<file path="config.mk">
export PLATFORM = sky130hd
export DESIGN_NAME = seq_gen_flat
export DESIGN_NICKNAME = d
export VERILOG_FILES = /design/src/rtl/seq_gen_if.sv /design/src/rtl/seq_gen.sv /design/src/flat_wrapper.sv
export SDC_FILE = /design/constraint.sdc
export NUM_CORES = 1
export LEC_CHECK = 0
export ABC_AREA = 0
export BUFFER_PORTS_ARGS = -buffer_cell sky130_fd_sc_hd__buf_2
export CAP_MARGIN = 20
export CORE_MARGIN = 2
export CORE_UTILIZATION = 48
export CTS_BUF_LIST = sky130_fd_sc_hd__clkbuf_2
export DETAILED_ROUTE_END_ITERATION = 8
export PLACE_DENSITY = 0.69
export SYNTH_ARGS = -nofsm -noshare
export SYNTH_HDL_FRONTEND = slang
export SYNTH_SLANG_ARGS = --single-unit
</file>
<file path="constraint.sdc">
create_clock -name clk -period 4.6 [get_ports clk]
set_clock_uncertainty 0.2 [all_clocks]
set_input_delay 0.23 -clock clk [delete_from_list [all_inputs] [get_ports clk]]
set_output_delay 0.23 -clock clk [all_outputs]
set_load 0.02 [all_outputs]
</file>
<file path="src/rtl/seq_gen_if.sv">
// rtl/seq_gen_if.sv - request (start/count/abort) and serial output bundle for seq_gen
// Signal prefixes follow the generator's point of view: i_ driven by the requester, o_ by seq_gen.
interface seq_gen_if #(
  parameter int CNT_W = 4
);
  logic             i_start;
  logic [CNT_W-1:0] i_count;
  logic             i_abort;
  logic             o_out;
  logic             o_out_valid;
  logic             o_busy;
  logic             o_done;

  modport master (output i_start, i_count, i_abort,
                  input  o_out, o_out_valid, o_busy, o_done);
  modport slave  (input  i_start, i_count, i_abort,
                  output o_out, o_out_valid, o_busy, o_done);
endinterface

</file>
<file path="src/rtl/seq_gen.sv">
// rtl/seq_gen.sv - repeating MSB-first serial pattern generator with repetition count and abort
// Optional macro SEQ_GEN_GAP_EN inserts GAP_LEN idle cycles between repetitions.
module seq_gen #(
  parameter int                 PAT_LEN = 4,
  parameter logic [PAT_LEN-1:0] PATTERN = 4'b1001,
  parameter int                 CNT_W   = 4,
  parameter int                 GAP_LEN = 2
) (
  input  logic     clk,
  input  logic     rst,
  seq_gen_if.slave bus
);

`ifdef SEQ_GEN_GAP_EN
  typedef enum logic [1:0] {IDLE = 2'd0, SHIFT = 2'd1, GAP = 2'd2, DONE = 2'd3} state_t;
  localparam logic [3:0] GAP_LAST = 4'(GAP_LEN - 1);
  logic [3:0] r_gap_cnt, w_gap_cnt_nxt;
`else
  typedef enum logic [1:0] {IDLE = 2'd0, SHIFT = 2'd1, DONE = 2'd3} state_t;
`endif

  localparam logic [2:0] BIT_LAST = 3'(PAT_LEN - 1);

  state_t             r_state, w_state_nxt;
  logic [PAT_LEN-1:0] r_shift, w_shift_nxt;
  logic [2:0]         r_bit_cnt, w_bit_cnt_nxt;
  logic [CNT_W-1:0]   r_rep_cnt, w_rep_cnt_nxt;
  logic               r_out, r_out_valid, r_busy, r_done;
  logic               w_in_shift, w_in_busy;

  always_comb begin
    w_state_nxt   = r_state;
    w_shift_nxt   = r_shift;
    w_bit_cnt_nxt = r_bit_cnt;
    w_rep_cnt_nxt = r_rep_cnt;
`ifdef SEQ_GEN_GAP_EN
    w_gap_cnt_nxt = r_gap_cnt;
`endif
    unique case (r_state)
      IDLE: begin
        if (bus.i_start && !bus.i_abort) begin
          w_rep_cnt_nxt = bus.i_count;
          w_shift_nxt   = PATTERN;
          w_bit_cnt_nxt = '0;
          w_state_nxt   = (bus.i_count == '0) ? DONE : SHIFT;
        end
      end
      SHIFT: begin
        if (bus.i_abort) begin
          w_state_nxt = IDLE;
        end else if (r_bit_cnt == BIT_LAST) begin
          // Last bit of a repetition: count it off and either finish or start over.
          w_rep_cnt_nxt = r_rep_cnt - CNT_W'(1);
          w_bit_cnt_nxt = '0;
          w_shift_nxt   = PATTERN;
          if (r_rep_cnt == CNT_W'(1)) begin
            w_state_nxt = DONE;
          end else begin
`ifdef SEQ_GEN_GAP_EN
            w_gap_cnt_nxt = '0;
            w_state_nxt   = GAP;
`else
            w_state_nxt   = SHIFT;
`endif
          end
        end else begin
          w_shift_nxt   = {r_shift[PAT_LEN-2:0], 1'b0};
          w_bit_cnt_nxt = r_bit_cnt + 3'd1;
        end
      end
`ifdef SEQ_GEN_GAP_EN
      GAP: begin
        if (bus.i_abort) begin
          w_state_nxt = IDLE;
        end else if (r_gap_cnt == GAP_LAST) begin
          w_state_nxt = SHIFT;
        end else begin
          w_gap_cnt_nxt = r_gap_cnt + 4'd1;
        end
      end
`endif
      DONE:    w_state_nxt = IDLE;
      default: w_state_nxt = IDLE;
    endcase
  end

  // Outputs are registered from the next state so they line up with the state they describe.
  assign w_in_shift = (w_state_nxt == SHIFT);
`ifdef SEQ_GEN_GAP_EN
  assign w_in_busy  = w_in_shift || (w_state_nxt == GAP);
`else
  assign w_in_busy  = w_in_shift;
`endif

  always_ff @(posedge clk or negedge rst) begin
    if (!rst) begin
      r_state     <= IDLE;
      r_shift     <= PATTERN;
      r_bit_cnt   <= '0;
      r_rep_cnt   <= '0;
`ifdef SEQ_GEN_GAP_EN
      r_gap_cnt   <= '0;
`endif
      r_out       <= 1'b0;
      r_out_valid <= 1'b0;
      r_busy      <= 1'b0;
      r_done      <= 1'b0;
    end else begin
      r_state     <= w_state_nxt;
      r_shift     <= w_shift_nxt;
      r_bit_cnt   <= w_bit_cnt_nxt;
      r_rep_cnt   <= w_rep_cnt_nxt;
`ifdef SEQ_GEN_GAP_EN
      r_gap_cnt   <= w_gap_cnt_nxt;
`endif
      r_out       <= w_in_shift && w_shift_nxt[PAT_LEN-1];
      r_out_valid <= w_in_shift;
      r_busy      <= w_in_busy;
      r_done      <= (w_state_nxt == DONE);
    end
  end

  assign bus.o_out       = r_out;
  assign bus.o_out_valid = r_out_valid;
  assign bus.o_busy      = r_busy;
  assign bus.o_done      = r_done;

endmodule

</file>
<file path="src/flat_wrapper.sv">
// flat-port wrapper written by rule: the top's interface ports become plain ports
module seq_gen_flat 
#(
  parameter int                 PAT_LEN = 4,
  parameter logic [PAT_LEN-1:0] PATTERN = 4'b1001,
  parameter int                 CNT_W   = 4,
  parameter int                 GAP_LEN = 2
)
  (clk, rst, bus_i_start, bus_i_count, bus_i_abort, bus_o_out, bus_o_out_valid, bus_o_busy, bus_o_done);
  seq_gen_if #(.CNT_W(CNT_W)) bus_i ();
  input  logic clk;
  input  logic rst;
  input wire logic [$bits(bus_i.i_start)-1:0] bus_i_start;
  input wire logic [$bits(bus_i.i_count)-1:0] bus_i_count;
  input wire logic [$bits(bus_i.i_abort)-1:0] bus_i_abort;
  output wire logic [$bits(bus_i.o_out)-1:0] bus_o_out;
  output wire logic [$bits(bus_i.o_out_valid)-1:0] bus_o_out_valid;
  output wire logic [$bits(bus_i.o_busy)-1:0] bus_o_busy;
  output wire logic [$bits(bus_i.o_done)-1:0] bus_o_done;
  assign bus_i.i_start = bus_i_start;
  assign bus_i.i_count = bus_i_count;
  assign bus_i.i_abort = bus_i_abort;
  assign bus_o_out = bus_i.o_out;
  assign bus_o_out_valid = bus_i.o_out_valid;
  assign bus_o_busy = bus_i.o_busy;
  assign bus_o_done = bus_i.o_done;
  seq_gen #(.PAT_LEN(PAT_LEN), .PATTERN(PATTERN), .CNT_W(CNT_W), .GAP_LEN(GAP_LEN)) u_core (.clk(clk), .rst(rst), .bus(bus_i));
endmodule
</file>
==> results.yml <==
setup_path:
  r2r_slack_ns: 2.95
  end_kind: "flip-flop"
  crit_type: "flip-flop to flip-flop"
  crit_required_ns: 4.58
  crit_fanout: 8
  startpoint_type: "flip-flop"
  cp.arrival_ns: 1.63
global_route:
  grtUsageTotal: 0.202
  grt_antenna_before_repair: 0
  grt_pass1_vias: 579
  grt_pass1_wl_um: 2720
  grt_max_degree: 16
  overflow: 0
die:
  row_count: 14
  die_area_um2: 1900
  die_h_um: 43.6
  ios: 12
  start_util: 0.506
  die_x_um: 43.6
  core_region_area_um2: 1490
synthesis:
  synth_seq_cells: 15
  synth_most_common_cell: "dfrtp_1"
  syn-cell-area_um2: 753
  synth_area_leaders: "dfrtp_1, ha_1, o21ai_0, dfstp_2, nor2_1"
  syn_avg_cell_area_um2: 10.5
  async_flop_share: 1.00
  synth_ff_type: "dfrtp_1"
  synth-edff-count: 0
  synth_top_area_frac: 0.465
  syn_nets: 83
  yosysSeqAreaShare: 0.500
  synthCells: 72
  synth.largest_area_cell: "dfrtp_1"
  yosys-top-cells-count: "dfrtp_1, nor2_1, o21ai_0"
  yosysWarnings: 0
  yosysUniqueCellTypes: 30
routing:
  antenna_left: 0
  drtPass1Iterations: 4
  viasPerCell: 5.75
  drt_iter0_drc: 16
  drc: 0
  drt-total-wl_um: 1440
  vias: 586
  drt-wirelength-per-cell_um: 14.1
job:
  maxCapViolations: 0
final_layout:
  design_area_um2: 840
  syn_to_final_growth_pct: 11.5
  layout-drive-gt1-share: 0.279
  seq_area_um2: 377
  nFillCells: 130
  num-nets-final: 98
  multi_input_area_um2: 347
  n_antenna_cell: 0
placed_design:
  dpl_cell_area_um2: 810
  numPortBuffers: 11
  hpwlAfterDp_um: 1050
  gpl.final_weighted_congestion: 0.803
sta:
  max_clock_freq_mhz: 606
  period_needed_ns: 1.65
  slew_violations: 0
  relSlewSlack: 0.779
  grt_setup_unrepaired: "false"
  finalHoldViolCount: 0
  tightestPinTransition_ns: 0.332
  tns_ns: 0
  period_share: 0.359
  setup_viol: 0
power:
  p_total_uw: 303
  p_leak_uw: 0.000418
  p_per_area_nw_per_um2: 360
  ir_drop_mv: 0.232
cts:
  cts_tree: "done"
  cts_sinks: 15
  post_cts_resized: 0
  numCtsBuffers: 3
  h-tree-depth: 1
  cts_root_buffer: "clkbuf_2"
  insertion_delay_ns: 0.27
  clk_path_buf_depth: 2
  cts.clk_slew.worst_paths_ns: 0.14
status:
  outcome: "complete, no violations"
worst_hold_path:
  hold_path_class: "primary input to flip-flop"
[registers in the layout, indices dropped and copies added, names as in the netlist]
| signal | flops |
|---|---|
| u_core.bus.o_done | 1 |
| u_core.bus.o_out | 1 |
| u_core.bus.o_out_valid | 1 |
| u_core.r_bit_cnt | 3 |
| u_core.r_rep_cnt | 4 |
| u_core.r_shift | 3 |
| u_core.r_state | 2 |
[area by class of cell]
class                   instances  area share
clock buffers                   4      0.0238
inverters                       3      0.0134
multi-input cells              52       0.413
flip-flops and latches         15       0.449
well taps                      16      0.0238
repair buffers                 12      0.0775
[worst paths after layout]
check,end,cells after the start,startpoint
worst max-delay path,u_core.r_rep_cnt[2]$_DFFE_PN0P_,5,u_core.r_bit_cnt[0]$_DFFE_PN0P_
worst min-delay path,u_core.r_state[0]$_DFF_PN0_,3,bus_i_start
worst max register to register,u_core.r_rep_cnt[2]$_DFFE_PN0P_,5,u_core.r_bit_cnt[0]$_DFFE_PN0P_
worst min register to register,u_core.r_shift[0]$_DFFE_PN1P_,2,u_core.r_shift[0]$_DFFE_PN1P_
max in group asynchronous,u_core.r_shift[0]$_DFFE_PN1P_,2,rst
min in group asynchronous,u_core.r_bit_cnt[0]$_DFFE_PN0P_,2,rst
[kinds of logic after synthesis]
kind of cell               count (synthesis)  synth area share
and+or+nand+nor                           29             0.221
AOI/OAI and AO/OA                         20             0.189
DFF                                       15             0.500
buffers and inverters                      5            0.0399
adders and majority gates                  3            0.0498
[routing by layer]
| layer | track usage | up-vias | routed length (um) |
|---|---|---|---|
| li1 | - | 285 | - |
| met1 | 0.278 | 286 | 668 |
| met2 | 0.291 | 13 | 708 |
| met3 | 0.0708 | 2 | 57 |
| met4 | 0.0848 | 0 | 7 |
| met5 | 0 | - | 0 |
[metrics by stage]
stage | hold slack [ns] | worst slack [ns] | instances | utilization
after global routing | 0.00524 | 2.83 | 102 | 0.564
after floorplan | -0.266 | 3.07 | 72 | -
after CTS | 0.0224 | 2.94 | 102 | 0.564
after detailed placement | -0.0514 | 2.97 | 97 | 0.544
final | 0.0301 | 2.95 | 102 | 0.564
after global placement | -0.0525 | 3.02 | 97 | 0.544
[where the power goes]
| part | total (uW) | switching [uW] | internal, uW |
|---|---|---|---|
| clock | 63.6 | 40.6 | 23.1 |
| sequential | 168 | 15.7 | 152 |
| combinational | 71.4 | 41.5 | 29.9 |
[worst max-delay path: stages, from the launching register on]
cell and delay (ns):
dfrtp_1 0.42, ha_1 0.24, and3b_4 0.22, o21ai_4 0.23, nor2_1 0.08, o22a_1 0.17
[placed cells by master, fill, tap and decap left out, types with 2 or more instances in the layout]
master and n:
nand3_1 5, inv_1 2, o21ai_0 6, nand2b_1 3, nor2_1 7, ha_1 3
a21oi_1 4, clkbuf_2 4, a22o_1 3, nand2_1 5, dfrtp_1 14, buf_2 11
[repair_timing]
item | 4_1_cts | 5_1_grt
hold endpoints to repair | 15 | 0
setup buffers | 0 | 0
hold buffers | 1 | 0
Power figures use the tool's default switching activity.
